===== config.mk =====
export PLATFORM = sky130hd
export DESIGN_NAME = uart_tx
export DESIGN_NICKNAME = d
export VERILOG_FILES = /design/src/rtl/uart_tx.sv
export SDC_FILE = /design/constraint.sdc
export NUM_CORES = 1
export LEC_CHECK = 0
export ABC_AREA = 1
export ABC_CLOCK_PERIOD_IN_PS = 1940
export BUFFER_PORTS_ARGS = -buffer_cell sky130_fd_sc_hd__buf_2
export CORE_MARGIN = 10
export CORE_UTILIZATION = 40
export CTS_CLUSTER_DIAMETER = 150
export DETAILED_ROUTE_END_ITERATION = 8
export GPL_TIMING_DRIVEN = 1
export PLACE_DENSITY = 0.58
export SLEW_MARGIN = 20
export SYNTH_ARGS = -nofsm -noshare
export SYNTH_HDL_FRONTEND = slang
export SYNTH_SLANG_ARGS = --single-unit

===== constraint.sdc =====
create_clock -name clk -period 1.94 [get_ports clk]
set_input_delay 0.291 -clock clk [delete_from_list [all_inputs] [get_ports clk]]
set_output_delay 0.291 -clock clk [all_outputs]
set_load 0.03 [all_outputs]

===== src/rtl/uart_tx.sv =====
// uart_tx: LSB-first UART transmitter at CLKDIV clocks per bit (8N1).
// Define UART_TX_PARITY_EN to insert an even parity bit after data bit 7 (8E1).
module uart_tx #(
   parameter int CLKDIV = 128
) (
   input  logic       clk,
   input  logic       rst,
   input  logic [7:0] txdata,
   input  logic       txvalid,
   output logic       txready,
   output logic       tx_pin,
   output logic       busy
);

   localparam int            CW     = $clog2(CLKDIV);
   localparam logic [CW-1:0] RELOAD = CW'(CLKDIV - 1);

`ifdef UART_TX_PARITY_EN
   typedef enum logic [2:0] {IDLE, START, DATA, PARITY, STOP} state_t;
`else
   typedef enum logic [2:0] {IDLE, START, DATA, STOP} state_t;
`endif

   state_t        state_q, state_d;
   logic [CW-1:0] cnt_q, cnt_d;
   logic [2:0]    bitcnt_q, bitcnt_d;
   logic [7:0]    shift_q, shift_d;
   logic          tx_d;
   logic          txready_d;
   logic          bit_end;
`ifdef UART_TX_PARITY_EN
   logic          par_q, par_d;
`endif

   // NOTE: every signal gets a default before the case so no path leaves one
   // unassigned; otherwise synthesis infers a latch.
   always_comb begin
      state_d  = state_q;
      cnt_d    = cnt_q;
      bitcnt_d = bitcnt_q;
      shift_d  = shift_q;
`ifdef UART_TX_PARITY_EN
      par_d    = par_q;
`endif
      bit_end  = (cnt_q == '0);

      if (state_q != IDLE)
         cnt_d = bit_end ? RELOAD : cnt_q - 1'b1;

      case (state_q)
         IDLE: begin
            if (txready && txvalid) begin
               state_d = START;
               shift_d = txdata;
               cnt_d   = RELOAD;
`ifdef UART_TX_PARITY_EN
               par_d   = ^txdata;
`endif
            end
         end
         START: begin
            if (bit_end) begin
               state_d  = DATA;
               bitcnt_d = '0;
            end
         end
         DATA: begin
            if (bit_end) begin
               shift_d  = shift_q >> 1;
               bitcnt_d = bitcnt_q + 3'd1;
               if (bitcnt_q == 3'd7) begin
`ifdef UART_TX_PARITY_EN
                  state_d = PARITY;
`else
                  state_d = STOP;
`endif
               end
            end
         end
`ifdef UART_TX_PARITY_EN
         PARITY: begin
            if (bit_end)
               state_d = STOP;
         end
`endif
         STOP: begin
            if (bit_end)
               state_d = IDLE;
         end
         default: state_d = IDLE;
      endcase

      // Line level is decoded from the next state so tx_pin can be a flop.
      case (state_d)
         START:   tx_d = 1'b0;
         DATA:    tx_d = shift_d[0];
`ifdef UART_TX_PARITY_EN
         PARITY:  tx_d = par_d;
`endif
         default: tx_d = 1'b1;
      endcase

      txready_d = (state_d == IDLE);
   end

   // NOTE: sequential state uses non-blocking assignments so every flop
   // samples pre-edge values regardless of statement order.
   always_ff @(posedge clk) begin
      if (rst) begin
         state_q  <= IDLE;
         cnt_q    <= '0;
         bitcnt_q <= '0;
         shift_q  <= '0;
         tx_pin   <= 1'b1;
         txready  <= 1'b0;
`ifdef UART_TX_PARITY_EN
         par_q    <= 1'b0;
`endif
      end else begin
         state_q  <= state_d;
         cnt_q    <= cnt_d;
         bitcnt_q <= bitcnt_d;
         shift_q  <= shift_d;
         tx_pin   <= tx_d;
         txready  <= txready_d;
`ifdef UART_TX_PARITY_EN
         par_q    <= par_d;
`endif
      end
   end

   assign busy = (state_q != IDLE);

endmodule


==> results.md <==
- Hpwl dp: 1730 um
- Clk buf depth: 2
- Die width: 73.6 um
- Top_reg_cell synth: dfxtp_1
- WL per Instance: 11.4 um
- Crit. End Element: register
- Final period util: 84.7%
- Maximum number of pins on one net before global-route repair: 23
- CTS root buf: clkbuf_4
- Die Y: 73.6 um
- Cell Pwr Density: 795 nW/um^2
- Unique masters post-synth: 28
- CP required: 2.15 ns
- Die area: 5410 um^2
- Fin Clk Skew: 0.00273 ns
- CP Data Arrival Time: roughly 1.9 ns
- DRC: 0
- Synthesized area: approximately 1100 um^2
- Core area: 2760 um^2
- HP Class: primary input to register
- GRT Residual Overflow: 0
- Initial DRC Count: 29
- Port bufs: 13
- Slowest stage cell on the critical path: dfxtp_1
- Vias in the first global route: slightly below 1000
- Cell leakage power: 0.000541 uW
- Gp weighted congestion: about 0.72
- Final ANT Viol Nets: 0
- Global-route wire length before repair: 4110 um
- PostCTS Resize Cnt: 0
- Antenna diodes: 0
- Type of origin of the critical path: register
- Post-synth EDFFs: 0
- I/O Pins: 14
- Final setup viols: 0
- H-tree depth: 1
- Top-count cell post-synth: nand2_1
- Worst IR drop on VDD: 0.529 mV
- Fill count: 289
- DR pass1 iterations: 4
- FP Rows: 19
- Total track usage: a little under a tenth
- Final Net Count: 181
- CTS tree: done
- Fin. max-slew vios: 0
- FF/Latch Area: 460 um^2
- Initial antenna violation count: 0
- Initial Util: 41.6%
- Vias per inst: 5.05
- Post-synthesis net count: 165
- Cell mode on critical path: nand2_1
- Worst-path clk slew: 0.13 ns
- Area of the multi-input gates: 623 um^2
- Ys Warns: 0
- Share of layout cells above drive strength 1: 23.5%
- Fin util: 46.1%
- Fmax: 0.609 GHz
- Mapped Avg Cell Area: between 7 and 8 um^2
- Top cells by count, synth: nand2_1 (41), dfxtp_1 (23), nor2_1 (13), inv_1 (12), a31oi_1 (10)
- Hold_buf cts: 0
- RSZ-0062 raised after global routing: false
- Max_cap viols: 0
- Dominant cell type by area after synthesis: dfxtp_1
- CP max FO: 8
- Status: completed
- Ys async rst share: 0%
- Worst Setup Path Type: register to register
- Setup Fix Bufs, Post-CTS: 0
- P&R area growth vs syn: 10.7%
- Share of the synthesized area in the top cell type: 40.1%
- Number of synthesized register bits: 23
- Clock Latency Late Sink: ~0.31 ns
- Via count: 994
- CTS Buf Count: 3
- Sink Count: 23
- Cell Chain, Critical Path: inv_1, ha_1, inv_1, nor2_2, nand3_2, nand2_2, nand2_2, a21oi_2, nand2_1, nand2_1, nand2_1
- Crit-path max cell delay: between 0.3 and 0.4 ns
- Total routed wirelength: roughly 2300 um
- Final min period: 1.64 ns
- Setup TNS: 0 ns
- Mapped Cells: 151
- Final Hold Fails: 0
- Seq/Total Area, Yosys: about two fifths
- Dominant cells by area after synthesis: dfxtp_1 (40%), nand2_1 (13%), a31oi_1 (5.5%), nor2_1 (4.3%), inv_1 (3.9%)
==> worst paths after layout <==
check                    end  startpoint  cells past startpoint  slack (ns)
setup reg to reg      tx_pin    cnt_q[0]                     11        0.30
hold / removal    shift_q[7]   txdata[7]                      3        0.23
setup / recovery      tx_pin    cnt_q[0]                     11        0.30
hold reg to reg   shift_q[7]  shift_q[7]                      2        0.47
==> where the power goes <==
part / switching [uW] / leakage (uW) / internal [uW] / total (uW)
clock: 144 / 0.0000150 / 80.2 / 224
sequential: 33.9 / 0.000188 / 511 / 545
combinational: 154 / 0.000338 / 86.6 / 241
total: 332 / 0.000541 / 678 / 1010
==> critical path, delay by kind of cell (launching register included) <==
| kind | cells | cell delay (ns) |
|---|---|---|
| fa+ha+maj | 1 | 0.24 |
| compound gates | 1 | 0.18 |
| flops | 1 | 0.33 |
| buf+inv | 2 | 0.16 |
| simple gates | 7 | 0.64 |
==> cell families after synthesis <==
group	after synthesis	synth area share, %
simple gates	79	34.5
compound gates	27	15.5
flops	23	40.1
buf+inv	17	5.56
fa+ha+maj	3	3.27
xor+xnor	1	0.763
other cells	1	0.327
==> layout by cell type (no fill, tap or decap) <==
cell type / n
inv_1: 12
nand4_1: 1
clkbuf_1: 1
buf_2: 13
a21oi_1: 4
nor2_1: 13
conb_1: 1
nor2_8: 1
dfxtp_1: 23
nand3_1: 4
xnor2_1: 1
nor2_4: 2
a21oi_2: 3
o21ai_0: 4
nand3b_1: 1
nor2_2: 5
nand3_2: 2
a21boi_2: 1
o21bai_1: 1
a31oi_1: 10
a211oi_1: 4
or2_0: 1
nand2_2: 4
nor3_1: 1
or2_1: 1
nand2_1: 41
nand2_4: 2
clkbuf_4: 3
inv_2: 3
ha_1: 3
==> per-stage QoR <==
step	area [um^2]	total power, uW	hold slack (ns)	cells	setup slack [ns]
after floorplan	1150	741	0.369	151	0.495
after CTS	1270	1020	0.220	197	0.297
after global placement	1240	788	0.452	193	0.382
final	1270	1010	0.227	197	0.297
after global routing	1270	1080	0.229	197	0.105
after detailed placement	1240	798	0.457	193	0.319
==> per-layer routing <==
metal | vias up | GRT usage [%] | routed length (um)
met5 | - | 0 | 0
met4 | 0 | 3.11 | 20
met3 | 2 | 2.42 | 58
met2 | 18 | 14.6 | 1030
met1 | 453 | 11.8 | 1140
li1 | 521 | - | -
==> flip-flops by register name, summed over array words and instances, names as in the netlist <==
| register | cells |
|---|---|
| cnt_q | 7 |
| bitcnt_q | 3 |
| txready | 1 |
| shift_q | 8 |
| tx_pin | 1 |
| state_q | 3 |
==> area by class of cell <==
type,count,area share [%]
clock buffer,4,2.07
inverter,15,4.43
multi-input combinational,111,49.1
sequential,23,36.3
tap,31,3.05
timing repair buffer,13,5.12
Power figures use the tool's default switching activity.
